`config.mk`:
```
export PLATFORM = sky130hd
export DESIGN_NAME = gcd_controller
export DESIGN_NICKNAME = d
export VERILOG_FILES = /design/src/rtl/gcd_pkg.sv /design/src/rtl/gcd_iter_counter.sv /design/src/rtl/gcd_controller.sv
export SDC_FILE = /design/constraint.sdc
export NUM_CORES = 1
export LEC_CHECK = 0
export BUFFER_PORTS_ARGS = -buffer_cell sky130_fd_sc_hd__buf_2
export CAP_MARGIN = 20
export CORE_AREA = 2 2 39 41
export CTS_CLUSTER_SIZE = 28
export DETAILED_ROUTE_END_ITERATION = 10
export DIE_AREA = 0 0 41 43
export PLACE_DENSITY = 0.39
export SLEW_MARGIN = 30
export SYNTH_ARGS = -nofsm -noshare
export SYNTH_HDL_FRONTEND = slang
export SYNTH_SLANG_ARGS = --single-unit
```
`constraint.sdc`:
```
create_clock -name clk_i -period 3.1 [get_ports clk_i]
set_input_delay 0.62 -clock clk_i [delete_from_list [all_inputs] [get_ports clk_i]]
set_output_delay 0.62 -clock clk_i [all_outputs]
set_load 0.03 [all_outputs]
```
`src/rtl/gcd_pkg.sv`:
```
// rtl/gcd_pkg.sv - shared GCD state encoding and default sizing constants
package gcd_pkg;

    localparam int GCD_DATA_BITS = 4;
    localparam int GCD_ITER_BITS = 4;
    localparam int GCD_MAX_ITER  = 15;

    typedef enum logic [2:0] {
        S_IDLE = 3'd0,
        S_LOAD = 3'd1,
        S_CMP  = 3'd2,
        S_SUBX = 3'd3,
        S_SUBY = 3'd4,
        S_OUT  = 3'd5,
        S_DONE = 3'd6
    } gcd_state_e;

endpackage

```
`src/rtl/gcd_iter_counter.sv`:
```
// rtl/gcd_iter_counter.sv - saturating subtraction counter with limit compare
module gcd_iter_counter
    import gcd_pkg::*;
#(
    parameter int ITER_BITS = GCD_ITER_BITS,
    parameter int MAX_ITER  = GCD_MAX_ITER
) (
    input  logic clk_i,
    input  logic rst_ni,
    input  logic clr_i,
    input  logic inc_i,
    output logic limit_o
);

    logic [ITER_BITS-1:0] cnt_q;

    always_ff @(posedge clk_i or negedge rst_ni) begin
        if (!rst_ni) begin
            cnt_q <= '0;
        end else if (clr_i) begin
            cnt_q <= '0;
        end else if (inc_i && (cnt_q != {ITER_BITS{1'b1}})) begin
            cnt_q <= cnt_q + 1'b1;
        end
    end

    assign limit_o = (cnt_q == ITER_BITS'(MAX_ITER));

endmodule

```
`src/rtl/gcd_controller.sv`:
```
// rtl/gcd_controller.sv - Moore FSM sequencing the subtractive GCD datapath
// GCD_CTRL_ITER_LIMIT_EN enables the iteration counter and error abort path.
module gcd_controller
    import gcd_pkg::*;
#(
    parameter int DATA_BITS = GCD_DATA_BITS,
    parameter int ITER_BITS = GCD_ITER_BITS,
    parameter int MAX_ITER  = GCD_MAX_ITER
) (
    input  logic clk_i,
    input  logic rst_ni,
    input  logic start_i,
    input  logic ack_i,
    input  logic xbig_i,
    input  logic ybig_i,
    input  logic eq_i,
    output logic sx_o,
    output logic sy_o,
    output logic ssub_o,
    output logic enx_o,
    output logic eny_o,
    output logic enobeb_o,
    output logic busy_o,
    output logic done_o,
    output logic err_o
);

    gcd_state_e state_q, state_d;
    logic       limit;
    logic       err_q;
    logic       unused_cfg;

    assign unused_cfg = ^{DATA_BITS, ITER_BITS, MAX_ITER};

    always_ff @(posedge clk_i or negedge rst_ni) begin
        if (!rst_ni) begin
            state_q <= S_IDLE;
        end else begin
            state_q <= state_d;
        end
    end

    always_comb begin
        state_d = state_q;
        case (state_q)
            S_IDLE: if (start_i) state_d = S_LOAD;
            S_LOAD: state_d = S_CMP;
            S_CMP: begin
                if (eq_i)        state_d = S_OUT;
                else if (limit)  state_d = S_DONE;
                else if (ybig_i) state_d = S_SUBY;
                else if (xbig_i) state_d = S_SUBX;
                else             state_d = S_OUT;
            end
            S_SUBX, S_SUBY: state_d = S_CMP;
            S_OUT:  state_d = S_DONE;
            S_DONE: if (ack_i) state_d = S_IDLE;
            default: state_d = S_IDLE;
        endcase
    end

`ifdef GCD_CTRL_ITER_LIMIT_EN
    gcd_iter_counter #(
        .ITER_BITS(ITER_BITS),
        .MAX_ITER (MAX_ITER)
    ) u_iter_counter (
        .clk_i  (clk_i),
        .rst_ni (rst_ni),
        .clr_i  (state_q == S_LOAD),
        .inc_i  ((state_q == S_CMP) && ((state_d == S_SUBX) || (state_d == S_SUBY))),
        .limit_o(limit)
    );

    // Only the CMP-to-DONE path bypasses OUT, so it marks the abort.
    always_ff @(posedge clk_i or negedge rst_ni) begin
        if (!rst_ni) begin
            err_q <= 1'b0;
        end else if (state_q == S_LOAD) begin
            err_q <= 1'b0;
        end else if ((state_q == S_CMP) && (state_d == S_DONE)) begin
            err_q <= 1'b1;
        end
    end
`else
    assign limit = 1'b0;
    assign err_q = 1'b0;
`endif

    always_comb begin
        sx_o     = 1'b0;
        sy_o     = 1'b0;
        ssub_o   = 1'b0;
        enx_o    = 1'b0;
        eny_o    = 1'b0;
        enobeb_o = 1'b0;
        busy_o   = 1'b0;
        done_o   = 1'b0;
        err_o    = 1'b0;
        case (state_q)
            S_LOAD: begin
                enx_o  = 1'b1;
                eny_o  = 1'b1;
                busy_o = 1'b1;
            end
            S_CMP:  busy_o = 1'b1;
            S_SUBX: begin
                sx_o   = 1'b1;
                enx_o  = 1'b1;
                busy_o = 1'b1;
            end
            S_SUBY: begin
                sy_o   = 1'b1;
                ssub_o = 1'b1;
                eny_o  = 1'b1;
                busy_o = 1'b1;
            end
            S_OUT: begin
                enobeb_o = 1'b1;
                busy_o   = 1'b1;
            end
            S_DONE: begin
                done_o = 1'b1;
                err_o  = err_q;
            end
            default: ;
        endcase
    end

endmodule

```
==> impl_metrics.py, run 1 <==
metrics = {
    "logic_synthesis": {
        "synthDistinctLibCells": 21,
        "netlist_area_sq_um": 254,
        "synth_warnings": 0,
        "ys_seq_area_frac": 0.296,
        "synth_top_area_frac": 0.296,
        "synth_top_cell_by_area": "dfrtp_1",
        "synthCells": 31,
        "synth_seq_cells": 3,
        "syn_avg_cell_area_sq_um": 8.19,
        "synth_area_leaders": "dfrtp_1 30%, nor3b_1 12%, a21oi_1 5.9%",
        "synth_nets": 39,
    },
    "job": {
        "cap_violations": 0,
    },
    "layout": {
        "reg_top3": "state_q: 3 flops",
        "diodes": 0,
        "top_register": "state_q",
        "syn_to_final_growth_pct": 34.0,
        "finalNetCount": 54,
        "final_util": 0.246,
        "largest_reg_flops": 3,
        "drive_gt1_frac": 0.378,
        "fill_cells": 163,
    },
    "clocking": {
        "cts_root_buffer": "clkbuf_4",
        "clock_sinks": 3,
        "htreeDepth": 1,
        "postCtsSetupBuffers": 0,
        "cts_tree": "built",
        "insertion_delay_ps": 230,
        "cts_buffer_depth": 2,
        "postCtsResizedCells": 0,
        "cts_hold_buffers": 0,
        "clk_pin_slew_ps": 40,
        "cts-buffers-inserted": 3,
    },
    "power": {
        "swShare": 0.525,
        "switchingPower_w": 0.000204,
        "pwr-share-clk": 0.174,
        "sequentialPowerShare": 0.253,
        "power_density_mw_per_mm2": 1140,
        "p_comb_frac": 0.573,
        "p_leak_nw": 0.171,
        "irDropWorstVdd_v": 0.000543,
        "internal_power_w": 0.000184,
    },
    "timing": {
        "drv_slew": 0,
        "setup_viol": 0,
        "hold_viol": 0,
        "period_share": 0.646,
        "min_period_ps": 2000,
        "fin_skew_ps": 2.43,
        "fmax_mhz": 500,
        "rsz0062_at_grt": "no",
        "setup_tns_ps": 0,
    },
    "setup_path": {
        "crit_start": "state_q[1]",
        "critPathMaxFanout": 13,
        "slowest_stage": "dfrtp_1",
        "path_class": "register to output pin",
        "critPathCaptureType": "output pin",
        "cp.required_ps": 2480,
        "worstSetupStartpointType": "register",
        "r2r_start": "state_q[1]",
        "crit_arrival_ps": 1380,
        "critical_path_buf_inv_count": 1,
        "r2r_end": "state_q[2]",
        "rr_worst_depth": 3,
        "cp_cell_sequence": "ha_1, o21bai_1, buf_2",
        "cpPeakStageDelay_ps": 490,
        "crit_family": "flip-flops",
        "r2r_slack_ps": 1600,
    },
    "detailed_routing": {
        "firstDrtPassIters": 4,
        "antenna_left": 0,
        "first_iter_violations": 8,
        "vias": 262,
        "routed_wl_um": 553,
        "viasPerCell": 4.30,
        "drc": 0,
        "wire_per_inst_um": 9.07,
    },
    "placement": {
        "numPortBuffers": 14,
        "hpwlAfterDp_um": 415,
        "gp_congestion": 0.698,
    },
    "floorplanning": {
        "core_sq_mm": 0.00138,
        "io_pins": 16,
        "initial_utilization": 0.184,
        "die_h_um": 43,
        "die_area_sq_mm": 0.00176,
        "rows": 14,
        "dieWidth_um": 41,
    },
    "status": {
        "status": "finished clean",
    },
    "grt": {
        "grt_pass1_wl_um": 876,
        "grt_use_total": 0.0723,
        "grt_overflow": 0,
        "grt_max_degree": 14,
        "antenna_found_initial": 0,
        "grt_pass1_vias": 229,
    },
    "min_path": {
        "hold_class": "input port to async pin",
    },
}
==> kinds of logic after synthesis <==
logic type,count (synthesis),share of synthesized area
other,1,0.0148
buffers and inverters,6,0.148
and+or+nand+nor,12,0.310
adders and majority gates,1,0.0493
DFF,3,0.296
AOI/OAI and AO/OA,8,0.182
==> how the worst max path moves through the flow <==
| stage | endpoint | depth (start not counted) | slack, ps |
|---|---|---|---|
| after floorplan | sy_o | 3 | 910 |
| after global placement | busy_o | 3 | 1330 |
| after detailed placement | busy_o | 3 | 1340 |
| after CTS | busy_o | 3 | 1090 |
| after global routing | busy_o | 3 | 990 |
| final | busy_o | 3 | 1100 |
==> worst register-to-register path, delay by kind of cell (launching register included) <==
| kind | cells | cell delay, ps |
|---|---|---|
| DFF | 1 | 490 |
| adders and majority gates | 1 | 300 |
| and+or+nand+nor | 1 | 470 |
| AOI/OAI and AO/OA | 1 | 160 |
==> cell usage after synthesis <==
library cell  n
a21oi_1       3
and2_1        1
buf_4         2
buf_6         1
clkbuf_1      1
conb_1        1
dfrtp_1       3
ha_1          1
inv_1         2
nand2_1       1
nand2b_1      1
nand3b_1      1
nor2_1        1
nor3_1        1
nor3b_1       4
nor4_1        1
o21ai_0       2
o21bai_1      1
o22ai_1       1
o31ai_1       1
or4b_1        1
==> cell type report <==
type / count / area [sq um] / share of cell area
Inverter: 2 / 7.51 / 0.0221
Clock buffer: 4 / 26.3 / 0.0772
Timing Repair Buffer: 14 / 70.1 / 0.206
Tap cell: 16 / 20.0 / 0.0588
Sequential cell: 3 / 75.1 / 0.221
Multi-Input combinational cell: 22 / 141 / 0.415
==> metrics by stage <==
stage	cell area, sq um	setup WS (ps)	power [W]	instances	hold slack, ps
floorplan	254	909	0.000281	31	324
global placement	314	1330	0.000325	57	418
CTS	340	1090	0.000393	61	165
finish	340	1100	0.000388	61	173
detailed placement	314	1340	0.000320	57	418
global route	340	990	0.000424	61	163
==> cell usage in the layout, fill, tap and decap left out <==
master    count
nor4_1        1
buf_2        14
dfrtp_1       3
inv_1         2
clkbuf_4      3
and2_1        1
nor2_1        1
o31ai_1       1
nand2_1       1
o21bai_1      1
nor3_1        1
o21ai_0       2
nand2b_1      1
clkbuf_1      1
o22ai_1       1
conb_1        1
nor3b_1       4
nand3b_1      1
ha_1          1
or4b_1        1
a21oi_1       3
==> layer usage <==
metal	track usage	part of all wire
met3	0.0314	0.071
met4	0.0400	0
met1	0.0965	0.49
met5	0	0
met2	0.0938	0.43
==> power by group through the flow <==
stage                clock, W  combinational (W)  sequential (W)
floorplan                   0           0.000212       0.0000687
global placement            0           0.000226       0.0000995
detailed placement          0           0.000224       0.0000969
CTS                 0.0000719           0.000224       0.0000972
global route        0.0000771           0.000243        0.000104
finish              0.0000675           0.000222       0.0000979
Note: power is estimated with default switching activity, not from simulation.
==> inputs of run 2 (changes only) <==
- ABC_AREA: not set -> 1
- PLACE_DENSITY: 0.39 -> 0.42
- clock period: 3.1 -> 1.7 ns (I/O delays scaled with it)
==> run 2 against run 1 <==
Critical path depth is 1 higher. Setup slack worse by 990 ps. Power is 100% higher. Synthesized cell count is 42% higher. Largest cell class unchanged. Largest power group unchanged.
==> impl_metrics.py, run 2 <==
metrics = {
    "min_path": {
        "hold_class": "input port to register",
        "min-delay-start": "start_i",
        "hold_depth": 3,
        "min_to": "state_q[0]",
    },
    "timing": {
        "rsz0062_at_grt": "no",
        "hold_viol": 0,
        "min_period_ps": 1590,
        "fin_ws_ps": 114,
        "period_share": 0.933,
        "setup_viol": 0,
        "fmax_mhz": 630,
        "fin_skew_ps": 1.09,
        "setup_tns_ps": 0,
        "drv_slew": 0,
        "whs_ps": 393,
    },
    "setup_path": {
        "r2r_end": "state_q[0]",
        "r2r_slack_ps": 690,
        "cp_cell_sequence": "ha_1, inv_1, nand2_1, buf_2",
        "slowest_stage": "dfrtp_2",
        "critPathCaptureType": "output pin",
        "critPathMaxFanout": 8,
        "cpPeakStageDelay_ps": 460,
        "crit_arrival_ps": 1250,
        "rr_worst_depth": 5,
        "cp.required_ps": 1360,
        "crit_start": "state_q[2]",
        "r2r_start": "state_q[2]",
        "critical_path_buf_inv_count": 2,
        "crit_family": "flip-flops",
        "path_class": "register to output pin",
        "worstSetupStartpointType": "register",
    },
    "power": {
        "p_leak_nw": 0.241,
        "power_density_mw_per_mm2": 2040,
        "total_power_w": 0.000790,
        "irDropWorstVdd_v": 0.000414,
    },
    "floorplanning": {
        "die_h_um": 43,
        "dieWidth_um": 41,
        "rows": 14,
        "io_pins": 16,
        "core_sq_mm": 0.00138,
        "initial_utilization": 0.195,
        "die_area_sq_mm": 0.00176,
    },
    "placement": {
        "numPortBuffers": 14,
        "pre_cts_ws_ps": 308,
        "gp_congestion": 0.654,
        "hpwlAfterDp_um": 485,
    },
    "grt": {
        "grt_pass1_vias": 275,
        "grt_pass1_wl_um": 1000,
        "grt_max_degree": 9,
        "grt_overflow": 0,
        "grt_use_total": 0.0886,
        "antenna_found_initial": 0,
    },
    "detailed_routing": {
        "drc": 0,
        "antenna_left": 0,
        "first_iter_violations": 5,
        "firstDrtPassIters": 2,
        "viasPerCell": 3.88,
        "wire_per_inst_um": 7.71,
        "vias": 299,
        "routed_wl_um": 594,
    },
    "logic_synthesis": {
        "synth_most_common_cell": "nand2_1",
        "synth-edff-count": 0,
        "synth_seq_cells": 3,
        "synth_top_area_frac": 0.278,
        "synth_warnings": 0,
        "synth_nets": 52,
        "synth_area_leaders": "dfrtp_1 28%, nand2_1 19%, inv_1 9.7%",
        "ys.flop_type": "dfrtp_1",
        "netlist_area_sq_um": 270,
        "synthDistinctLibCells": 14,
        "synthCells": 44,
        "synth_top_cell_by_area": "dfrtp_1",
        "async_reset_ff_frac": 1.00,
        "ys_seq_area_frac": 0.278,
        "syn_avg_cell_area_sq_um": 6.14,
        "netlist_top_cells_count": "14 x nand2_1, 7 x inv_1, 5 x nor2_1",
    },
    "clocking": {
        "cts-buffers-inserted": 3,
        "cts_buffer_depth": 2,
        "clk_pin_slew_ps": 40,
        "clock_sinks": 3,
        "cts_tree": "built",
        "insertion_delay_ps": 230,
        "postCtsSetupBuffers": 0,
        "cts_root_buffer": "clkbuf_4",
        "htreeDepth": 1,
    },
    "layout": {
        "largest_reg_flops": 3,
        "drive_gt1_frac": 0.410,
        "syn_to_final_growth_pct": 43.1,
        "layout_common_cells": "14 x nand2_1, 14 x buf_2, 7 x inv_1, 4 x nor2_1",
        "diodes": 0,
        "top_register": "state_q",
        "reg_top3": "state_q: 3 flops",
        "final_util": 0.279,
        "finalNetCount": 70,
    },
    "status": {
        "status": "finished clean",
    },
    "job": {
        "cap_violations": 0,
    },
}
## run 2: cell count changes in the layout (fill, tap and decap cells not counted), sizes merged, moves of 2 or more
| cell | before | now |
|---|---|---|
| inv | 2 | 7 |
| a21oi | 3 | 0 |
| nand2 | 1 | 16 |
| nand3 | 0 | 2 |
| nor2 | 1 | 7 |
| nor3b | 4 | 0 |
## run 2: layout make-up
cell class	instances	area, sq um
sequential	3	77.6
clock buffer	4	26.3
timing repair buffer	15	80.1
multi-input combinational	32	156
fill	170	997
tap	16	20.0
inverter	7	26.3
## run 2: routing by layer
layer / GRT usage / vias up / wire length, um
li1: - / 163 / -
met1: 0.0844 / 127 / 270
met2: 0.138 / 9 / 278
met3: 0.0471 / 0 / 45
met4: 0.0600 / 0 / 0
met5: 0 / - / 0
## run 2: kinds of logic (layout without fill, tap and decap cells)
| group | count (synthesis) | in the layout | synth area share |
|---|---|---|---|
| flops | 3 | 3 | 0.278 |
| fa+ha+maj | 1 | 1 | 0.0463 |
| buf+inv | 9 | 26 | 0.153 |
| compound gates | 4 | 4 | 0.0972 |
| simple gates | 26 | 26 | 0.412 |
| other cells | 1 | 1 | 0.0139 |
## run 2: worst max-delay path by stage
stage,endpoint,slack (ps),depth (start not counted)
after global routing,eny_o,30,4
after global placement,busy_o,330,4
after CTS,busy_o,60,4
after detailed placement,busy_o,310,4
after floorplan,sy_o,60,4
final,busy_o,110,4
## run 2: worst reg2reg max path, cell delays in order (launching register included)
cell	delay, ps
dfrtp_2	460
nor2_2	170
nand2_1	100
nand2_1	70
nand2_1	50
nor2_1	90
## run 2: timing repair
action,CTS,global route
setup endpoints to repair,0,2
gates resized for setup,0,2
hold endpoints to repair,3,0
hold buffers,1,0
## run 2: report_power, final
| part | switching, W | total (W) | internal (W) | leakage [nW] |
|---|---|---|---|---|
| Combinational | 0.000347 | 0.000498 | 0.000151 | 0.192 |
| Clock | 0.0000351 | 0.000123 | 0.0000879 | 0.0150 |
| Sequential | 0.0000590 | 0.000169 | 0.000110 | 0.0350 |
## run 2: through the flow
step / instances / area, sq um
floorplan: 44 / 273
global placement: 72 / 348
detailed placement: 72 / 348
CTS: 77 / 384
global route: 77 / 387
finish: 77 / 387
